$ cat config.mk
export PLATFORM = sky130hd
export DESIGN_NAME = fetch_unit
export DESIGN_NICKNAME = d
export VERILOG_FILES = /design/src/rtl/fetch_unit_pkg.sv /design/src/rtl/fetch_fifo.sv /design/src/rtl/fetch_unit.sv
export SDC_FILE = /design/constraint.sdc
export NUM_CORES = 1
export LEC_CHECK = 0
export CAP_MARGIN = 20
export CORE_MARGIN = 3
export CORE_UTILIZATION = 53
export CTS_BUF_LIST = sky130_fd_sc_hd__clkbuf_16
export CTS_CLUSTER_DIAMETER = 150
export CTS_CLUSTER_SIZE = 12
export DETAILED_ROUTE_END_ITERATION = 16
export PLACE_DENSITY = 0.82
export SLEW_MARGIN = 20
export SYNTH_ARGS = -nofsm -noshare
export SYNTH_HDL_FRONTEND = slang
export SYNTH_SLANG_ARGS = --single-unit
$ cat constraint.sdc
create_clock -name clk -period 9.31 [get_ports clk]
set_input_delay 1.3965 -clock clk [delete_from_list [all_inputs] [get_ports clk]]
set_output_delay 1.3965 -clock clk [all_outputs]
set_load 0.01 [all_outputs]
$ cat src/rtl/fetch_unit_pkg.sv
// Shared definitions for the instruction fetch stage: default bubble word,
// fetch FSM state encoding, PC step and the prefetch FIFO entry layout.
package fetch_unit_pkg;

   localparam logic [31:0] NOP_WORD_DEFAULT = 32'h0000_0000;
   localparam logic [31:0] PC_INC           = 32'd4;

   // Fetch FSM states (legacy-compatible encoding)
   localparam logic [0:0] FETCH   = 1'b0;
   localparam logic [0:0] DISCARD = 1'b1;

   typedef struct packed {
      logic [31:0] instr;
      logic [31:0] pc;
   } fetch_entry_t;

   // Word-align a fetch address
   function automatic logic [31:0] align_pc(input logic [31:0] pc);
      return pc & ~32'h0000_0003;
   endfunction

endpackage

$ cat src/rtl/fetch_fifo.sv
// Prefetch FIFO: DEPTH entries of {instr, pc}, synchronous push/pop/flush.
// Simultaneous push and pop is allowed even when full (head is read before
// the slot is rewritten).
module fetch_fifo
   import fetch_unit_pkg::*;
#(
   parameter int unsigned DEPTH = 2
) (
   input  logic                       clk,
   input  logic                       rst_n,
   input  logic                       push,
   input  logic [63:0]                wdata,
   input  logic                       pop,
   input  logic                       flush,
   output logic [63:0]                rdata,
   output logic [$clog2(DEPTH):0]     count,
   output logic                       empty,
   output logic                       full
);

   localparam int unsigned AW = (DEPTH > 1) ? $clog2(DEPTH) : 1;
   localparam int unsigned CW = $clog2(DEPTH) + 1;

   fetch_entry_t    mem [DEPTH];
   logic [AW-1:0]   wr_ptr;
   logic [AW-1:0]   rd_ptr;
   logic            do_push;
   logic            do_pop;

   // Qualify requests against occupancy and flush
   always_comb begin
      empty   = (count == '0);
      full    = (count == CW'(DEPTH));
      do_pop  = pop && !empty && !flush;
      do_push = push && (!full || do_pop) && !flush;
      rdata   = mem[rd_ptr];
   end

   // Storage array write
   always_ff @(posedge clk) begin
      if (do_push) begin
         mem[wr_ptr] <= wdata;
      end
   end

   // Pointer and occupancy tracking
   always_ff @(posedge clk) begin
      if (!rst_n || flush) begin
         wr_ptr <= '0;
         rd_ptr <= '0;
         count  <= '0;
      end else begin
         if (do_push) wr_ptr <= wr_ptr + AW'(1);
         if (do_pop)  rd_ptr <= rd_ptr + AW'(1);
         count <= count + CW'(do_push) - CW'(do_pop);
      end
   end

endmodule

$ cat src/rtl/fetch_unit.sv
// Instruction fetch stage: fetch PC, one-outstanding req/ack memory port,
// prefetch FIFO and registered ibus output with hold and redirect.
// Optional macro FETCH_STALL_CNT_EN adds the stall_cnt bubble counter port.
module fetch_unit
   import fetch_unit_pkg::*;
#(
   parameter logic [31:0] RESET_PC = 32'h0000_0000,
   parameter int unsigned DEPTH    = 2,
   parameter logic [31:0] NOP_WORD = NOP_WORD_DEFAULT
) (
   input  logic        clk,
   input  logic        rst_n,
   output logic        imem_req,
   output logic [31:0] imem_addr,
   input  logic        imem_ack,
   input  logic [31:0] imem_rdata,
   input  logic        hold,
   input  logic        redirect,
   input  logic [31:0] redirect_pc,
   output logic [31:0] ibus,
   output logic [31:0] ibus_pc,
   output logic        ibus_valid
`ifdef FETCH_STALL_CNT_EN
   ,
   output logic [31:0] stall_cnt
`endif
);

   localparam int unsigned CW = $clog2(DEPTH) + 1;

   logic [0:0]    state;
   logic [0:0]    state_next;
   logic [31:0]   fetch_pc;
   logic [31:0]   fetch_pc_next;
   logic [31:0]   addr_next;
   logic          req_next;
   logic          req_pending;
   logic          ack_taken;
   logic          push;
   logic          pop;
   logic          fifo_empty;
   logic          fifo_full;
   logic [CW-1:0] count;
   logic [CW-1:0] count_next;
   fetch_entry_t  head;
   fetch_entry_t  tail_entry;

   fetch_fifo #(
      .DEPTH (DEPTH)
   ) u_fifo (
      .clk   (clk),
      .rst_n (rst_n),
      .push  (push),
      .wdata (tail_entry),
      .pop   (pop),
      .flush (redirect),
      .rdata (head),
      .count (count),
      .empty (fifo_empty),
      .full  (fifo_full)
   );

   // Next-state, next-PC and request issue decisions
   always_comb begin
      ack_taken   = imem_req && imem_ack;
      req_pending = imem_req && !imem_ack;
      pop         = !redirect && !hold && !fifo_empty;
      push        = ack_taken && (state == FETCH) && !redirect && (!fifo_full || pop);
      tail_entry  = '{instr: imem_rdata, pc: fetch_pc};
      count_next  = redirect ? '0 : (count + CW'(push) - CW'(pop));

      state_next    = state;
      fetch_pc_next = fetch_pc;
      if (redirect) begin
         fetch_pc_next = align_pc(redirect_pc);
         state_next    = req_pending ? DISCARD : FETCH;
      end else if (ack_taken) begin
         if (state == FETCH) fetch_pc_next = fetch_pc + PC_INC;
         state_next = FETCH;
      end

      // A slot is reserved at issue, so only count the FIFO once nothing is in flight
      req_next  = req_pending || ((state_next == FETCH) && (count_next < CW'(DEPTH)));
      addr_next = req_pending ? imem_addr : fetch_pc_next;
   end

   // FSM, fetch PC and memory request registers
   always_ff @(posedge clk) begin
      if (!rst_n) begin
         state     <= FETCH;
         fetch_pc  <= RESET_PC;
         imem_req  <= 1'b0;
         imem_addr <= RESET_PC;
      end else begin
         state     <= state_next;
         fetch_pc  <= fetch_pc_next;
         imem_req  <= req_next;
         imem_addr <= addr_next;
      end
   end

   // Registered instruction output to the datapath
   always_ff @(posedge clk) begin
      if (!rst_n) begin
         ibus       <= NOP_WORD;
         ibus_pc    <= '0;
         ibus_valid <= 1'b0;
      end else if (redirect) begin
         ibus       <= NOP_WORD;
         ibus_valid <= 1'b0;
      end else if (!hold) begin
         if (!fifo_empty) begin
            ibus       <= head.instr;
            ibus_pc    <= head.pc;
            ibus_valid <= 1'b1;
         end else begin
            ibus       <= NOP_WORD;
            ibus_valid <= 1'b0;
         end
      end
   end

`ifdef FETCH_STALL_CNT_EN
   // Saturating count of bubbles issued while downstream was ready
   always_ff @(posedge clk) begin
      if (!rst_n) begin
         stall_cnt <= '0;
      end else if (!hold && fifo_empty && (stall_cnt != '1)) begin
         stall_cnt <= stall_cnt + 32'd1;
      end
   end
`endif

endmodule

[After elaboration in Yosys (flattened, before gate mapping)]
Memories as Yosys holds them, arrays and structs flattened. A register that Yosys moved wholly into a read port is not among the register bits.
Cells that the tools add are included.
Storage, ports and cells
  ROM bits: 0
  output and inout port bits: 98
  memories kept: 1
  input bits: 69
  memory bits (writable): 128
  register bits: 135
  latch bits: 0
  logic and storage cells: 64
Operators by class
  $add $sub $neg: 7
  multipliers: 0
  reductions and logical operators: 25
  shift operators: 0
  muxes and demuxes: 13
  eq/ne operators: 1
  order comparisons: 1
  bitwise operators: 6
  divide/modulo/power cells: 0
Memory list
  u_fifo.mem: depth 2, width 64, read ports 1, clocked after memory_dff 1, wr ports 1, line fetch_fifo.sv:24  | fetch_entry_t mem [DEPTH];
Operators by type and width (number)
  two-way mux 32 bit: 4
  adder 32 x 3 -> 32 bit, second input constant: 1
  logical AND 1 bit: 12
  two-way mux 1 bit: 8
  zero test 1 bit: 6
  NOT 1 bit: 6
  adder 2 x 1 -> 2 bit: 2
  logical OR 1 bit: 4
  subtractor 2 x 1 -> 2 bit: 2
  AND reduction 3 bit: 1
  adder 1 bit, second input constant: 2
  equality test 2 bit, second input constant: 1
  zero test 2 bit: 1
  < comparator 2 bit, second input constant: 1
  two-way mux 2 bit: 1
  OR reduction 2 bit: 1

[Logic depth before layout (Yosys ltp)]
  depth after elaboration: 11
  depth in mapped cells: 10
  depth with buffers taken out: 8

[Hierarchy]
A second synthesis with hierarchy kept.
Unflattened totals
  cell total of the unflattened synthesis: 880
  area total of the unflattened synthesis: 10308.6 um^2
Modules (own cells, without submodules)
  fetch_unit: cells each 650, seq. area each 2622.5 um^2, area each 5406.4 um^2, instances 1
  fetch_fifo: cells each 230, seq. area each 3943.8 um^2, area each 4902.2 um^2, instances 1

[Worst setup path before layout]
No wires, ideal clock.
  kind: input port to flip-flop
  start: input redirect
  end: memory u_fifo.mem[0][0] in the netlist's numbering, enable pin
  path buffers: 2
  arrival time: 7.973 ns
  required time: 8.666 ns
  stages: 3
  path slack: 0.693 ns
  path through: clkbuf_1 > buf_1 > nor4_1
On the way
  cells in the longest elaborated chain, start to end: 10
  elaborated cells on any way between the ends: 13
  those cells by class: mux: 2; reduce/logical: 11
RTL lines
  start: declaration: line fetch_unit.sv:18  | input logic redirect,
  zero test 1 bit *
  logical AND 1 bit (2 in a row): line fetch_unit.sv:67  | pop = !redirect && !hold && !fifo_empty;
  logical AND 1 bit (2 in a row): line fetch_fifo.sv:34  | do_pop = pop && !empty && !flush;
  logical OR 1 bit: line fetch_fifo.sv:35  | do_push = push && (!full || do_pop) && !flush;
  logical AND 1 bit: line fetch_fifo.sv:35
  logical AND 1 bit *: line fetch_fifo.sv:35
  two-way mux 1 bit *: line fetch_fifo.sv:41  | if (do_push) begin
  two-way mux 1 bit (not written as such) *: line fetch_fifo.sv:42  | mem[wr_ptr] <= wdata;
  end: declaration: line fetch_fifo.sv:24
Mark *: on every way between the ends. The rest lies on a longest branch, timed or not.

[Final worst setup path]
  start: input imem_ack
  end: memory u_fifo.mem[1][32] in the netlist's numbering, enable pin
On the way
  cells in the longest elaborated chain, start to end: 8
RTL lines
  start: declaration: line fetch_unit.sv:15  | input logic imem_ack,
  logical AND 1 bit: line fetch_unit.sv:65  | ack_taken = imem_req && imem_ack;
  logical AND 1 bit (3 in a row): line fetch_unit.sv:68  | push = ack_taken && (state == FETCH) && !redirect && (!fifo_full || pop);
  logical AND 1 bit (2 in a row): line fetch_fifo.sv:35
  two-way mux 1 bit: line fetch_fifo.sv:41
  two-way mux 1 bit (not written as such): line fetch_fifo.sv:42
Every way passes these cells.

==> impl_results.md <==
- Worst EP required: 9.46 ns
- Fin Setup TNS: 0 ns
- Dpl hpwl: 14,300 um
- Mapped cell area: 9980 um^2
- R2r worst-path depth: 4
- Sequential element share of the synthesized area: 65.8%
- Hold endpoint: u_fifo.mem[1][0]
- Worst skew pair latency: 0.52 ns
- First-pass GRT wire length: 35,300 um
- TritonCTS clock tree: built
- Post-route ant nets: 0
- Placed insts: 1,156
- Startpoint Class: primary input
- Yosys warnings: 0
- GP Congestion: 0.812
- CTS Buf Count: 25
- Final Worst Setup Slack: 5.30 ns
- WL final: 22,300 um
- I/O pins: 167
- RSZ-0062 raised after global routing: false
- Nets@finish: 1,027
- Fin. Hold Viols: 0
- Die area: 20,500 um^2
- Share of layout cells above drive strength 1: 9.04%
- Asr flop ratio synth: 0%
- # rows: 49
- Synthesized Nets: 880
- # diodes: 0
- Leak pwr: 4.25 nW
- Skew final: 0.00668 ns
- Number of global-route vias before repair: 6,643
- Reg2reg start: imem_req
- Crit share post-route: 43.1%
- Pin count of the biggest net entering global routing: 65
- Slew margin rel.: 28.7%
- Synth Register Bits: 264
- Post-CTS Resized: 0
- CTS clk-pin slew, worst paths: 0.06 ns
- Pwr Density: 186 nW/um^2
- Syn_area_per_cell: 12.4 um^2
- H-tree depth: 1
- Vias: 6,867
- Status: completed
- Post-CTS setup buffers: 0
- Area grow syn2layout: 25.5%
- Slew Limit Fails: 0
- I/O Buffers: 164
- Fillcell total: 1,295
- Avg WL per Cell: 18.6 um
- GRT overflow: 0
- Clock buffer depth: 3
- Seq. cell area: 6570 um^2
- Max IR drop VDD: 0.127 mV
- Hold_ws: 0.461 ns
- Hold_buf cts: 0
- Min Clock Period, post-route: 4.01 ns
- Starting density of the core: 54.8%
- Final core occ: 68.8%
- Layout Cells excl Fill: 1,202
- Vias per cell: 5.71
- Ys flop type: dfxtp_1
- Core ar.: 18,200 um^2
- Critical-path maximum fanout: 40
- Initial antenna violation count: 0
- Netlist cell types: 50
- Root buffer cell: clkbuf_16
- HP Start: fetch_pc[0]
- Hold Crit Class: flop to flop
- Fmax: 249 MHz
- Hold path cells: 0
- Post-Synthesis Cells: 807
- EDFF count, synth: 128
- Global Route Usage Sum: 21.5%
- Die Span Y: 143 um
- Crit. End Element: flop
- DRT Pass-1 Iters: 5
- R2r setup slk: 6.33 ns
- Clock sink count: 264
- Most common cell after layout, fill and taps aside: clkdlybuf4s50_1
- WS Path Type: primary input to flop
- DRC errors left: 0
- Commonest non-fill, non-tap cells in the layout: 163 x clkdlybuf4s50_1, 135 x dfxtp_1, 128 x edfxtp_1
- Reg2reg end: u_fifo.mem[1][32]
- DR iter-0 viols: 536
- Pre-CTS setup slack: 4.85 ns
- Worst Max-Slew Pin Slew: 1.07 ns
- Final setup violation count: 0
- Footprint of the multi-input gates: 3200 um^2
- Die X: 143 um
- Crit path DAT: 4.17 ns
- Max-cap violation count: 0
## logic make-up (layout without fill, tap and decap cells)
| family | count (synthesis) | after routing | share of synthesized area (%) |
|---|---|---|---|
| AOI/OAI and AO/OA | 144 | 144 | 10.2 |
| xor gates and xnor gates | 17 | 17 | 1.49 |
| adders and majority gates | 4 | 4 | 0.502 |
| buffers and inverters | 62 | 228 | 2.43 |
| DFF | 264 | 264 | 65.8 |
| muxes | 69 | 69 | 7.34 |
| and+or+nand+nor | 247 | 247 | 12.2 |
## critical path, cell delays in order
cell and delay (ns):
clkdlybuf4s50_1 0.68, nand3b_1 0.29, nor3_1 0.47, and2_2 0.68
buf_4 0.59
## metrics by stage
step                area, um^2  total power, W
finish                   12500         0.00232
CTS                      12500         0.00234
floorplan                 9980         0.00137
global placement         11800         0.00145
global route             12500         0.00241
detailed placement       11800         0.00145
## synthesized netlist by cell type, drive strengths merged (16+ instances only)
cell type | instances | area, um^2
nand2b | 16 | 100
mux2i | 36 | 360
edfxtp | 128 | 3840
nor2 | 101 | 379
dfxtp | 136 | 2720
clkbuf | 43 | 161
a22oi | 32 | 240
nand2 | 26 | 97.6
mux2 | 33 | 372
o21ai | 25 | 125
a211oi | 34 | 255
nand3 | 35 | 180
## how the worst max path moves through the flow
| stage | from | end | depth (start not counted) |
|---|---|---|---|
| final | imem_ack | u_fifo.mem[1][32] | 5 |
| after global routing | imem_ack | u_fifo.mem[1][10] | 5 |
| after floorplan | redirect | u_fifo.mem[0][0] | 3 |
| after detailed placement | imem_ack | u_fifo.mem[1][36] | 5 |
| after CTS | imem_ack | u_fifo.mem[1][6] | 5 |
| after global placement | imem_ack | u_fifo.mem[1][63] | 5 |
## layout make-up
| type | instances | share of cell area, % |
|---|---|---|
| sequential | 264 | 52.5 |
| clock buffer | 25 | 5.00 |
| inverter | 8 | 0.240 |
| clock inverter | 21 | 0.759 |
| tap | 229 | 2.29 |
| timing repair buffer | 174 | 13.7 |
| multi-input combinational | 481 | 25.6 |
## registers in the layout (all words and copies together), names as in the netlist, named ones only
| register | flops |
|---|---|
| fetch_pc | 32 |
| ibus | 32 |
| ibus_pc | 32 |
| ibus_valid | 1 |
| imem_addr | 32 |
| imem_req | 1 |
| state | 1 |
| u_fifo.count | 2 |
| u_fifo.mem | 128 |
| u_fifo.rd_ptr | 1 |
| u_fifo.wr_ptr | 1 |
## where the power goes
group          internal [W]  leakage, nW  total, W  switching (W)
clock network      0.000487        0.424  0.000892       0.000406
registers           0.00125         2.30   0.00128      0.0000288
logic             0.0000769         1.52  0.000152      0.0000753
## metal layers
metal | global-route usage (%) | part of all wire, %
met5 | 0 | 0
met4 | 5.60 | 2.2
met3 | 3.38 | 7.0
met2 | 35.9 | 48
met1 | 29.7 | 43
(Power assumes the default switching activity.)
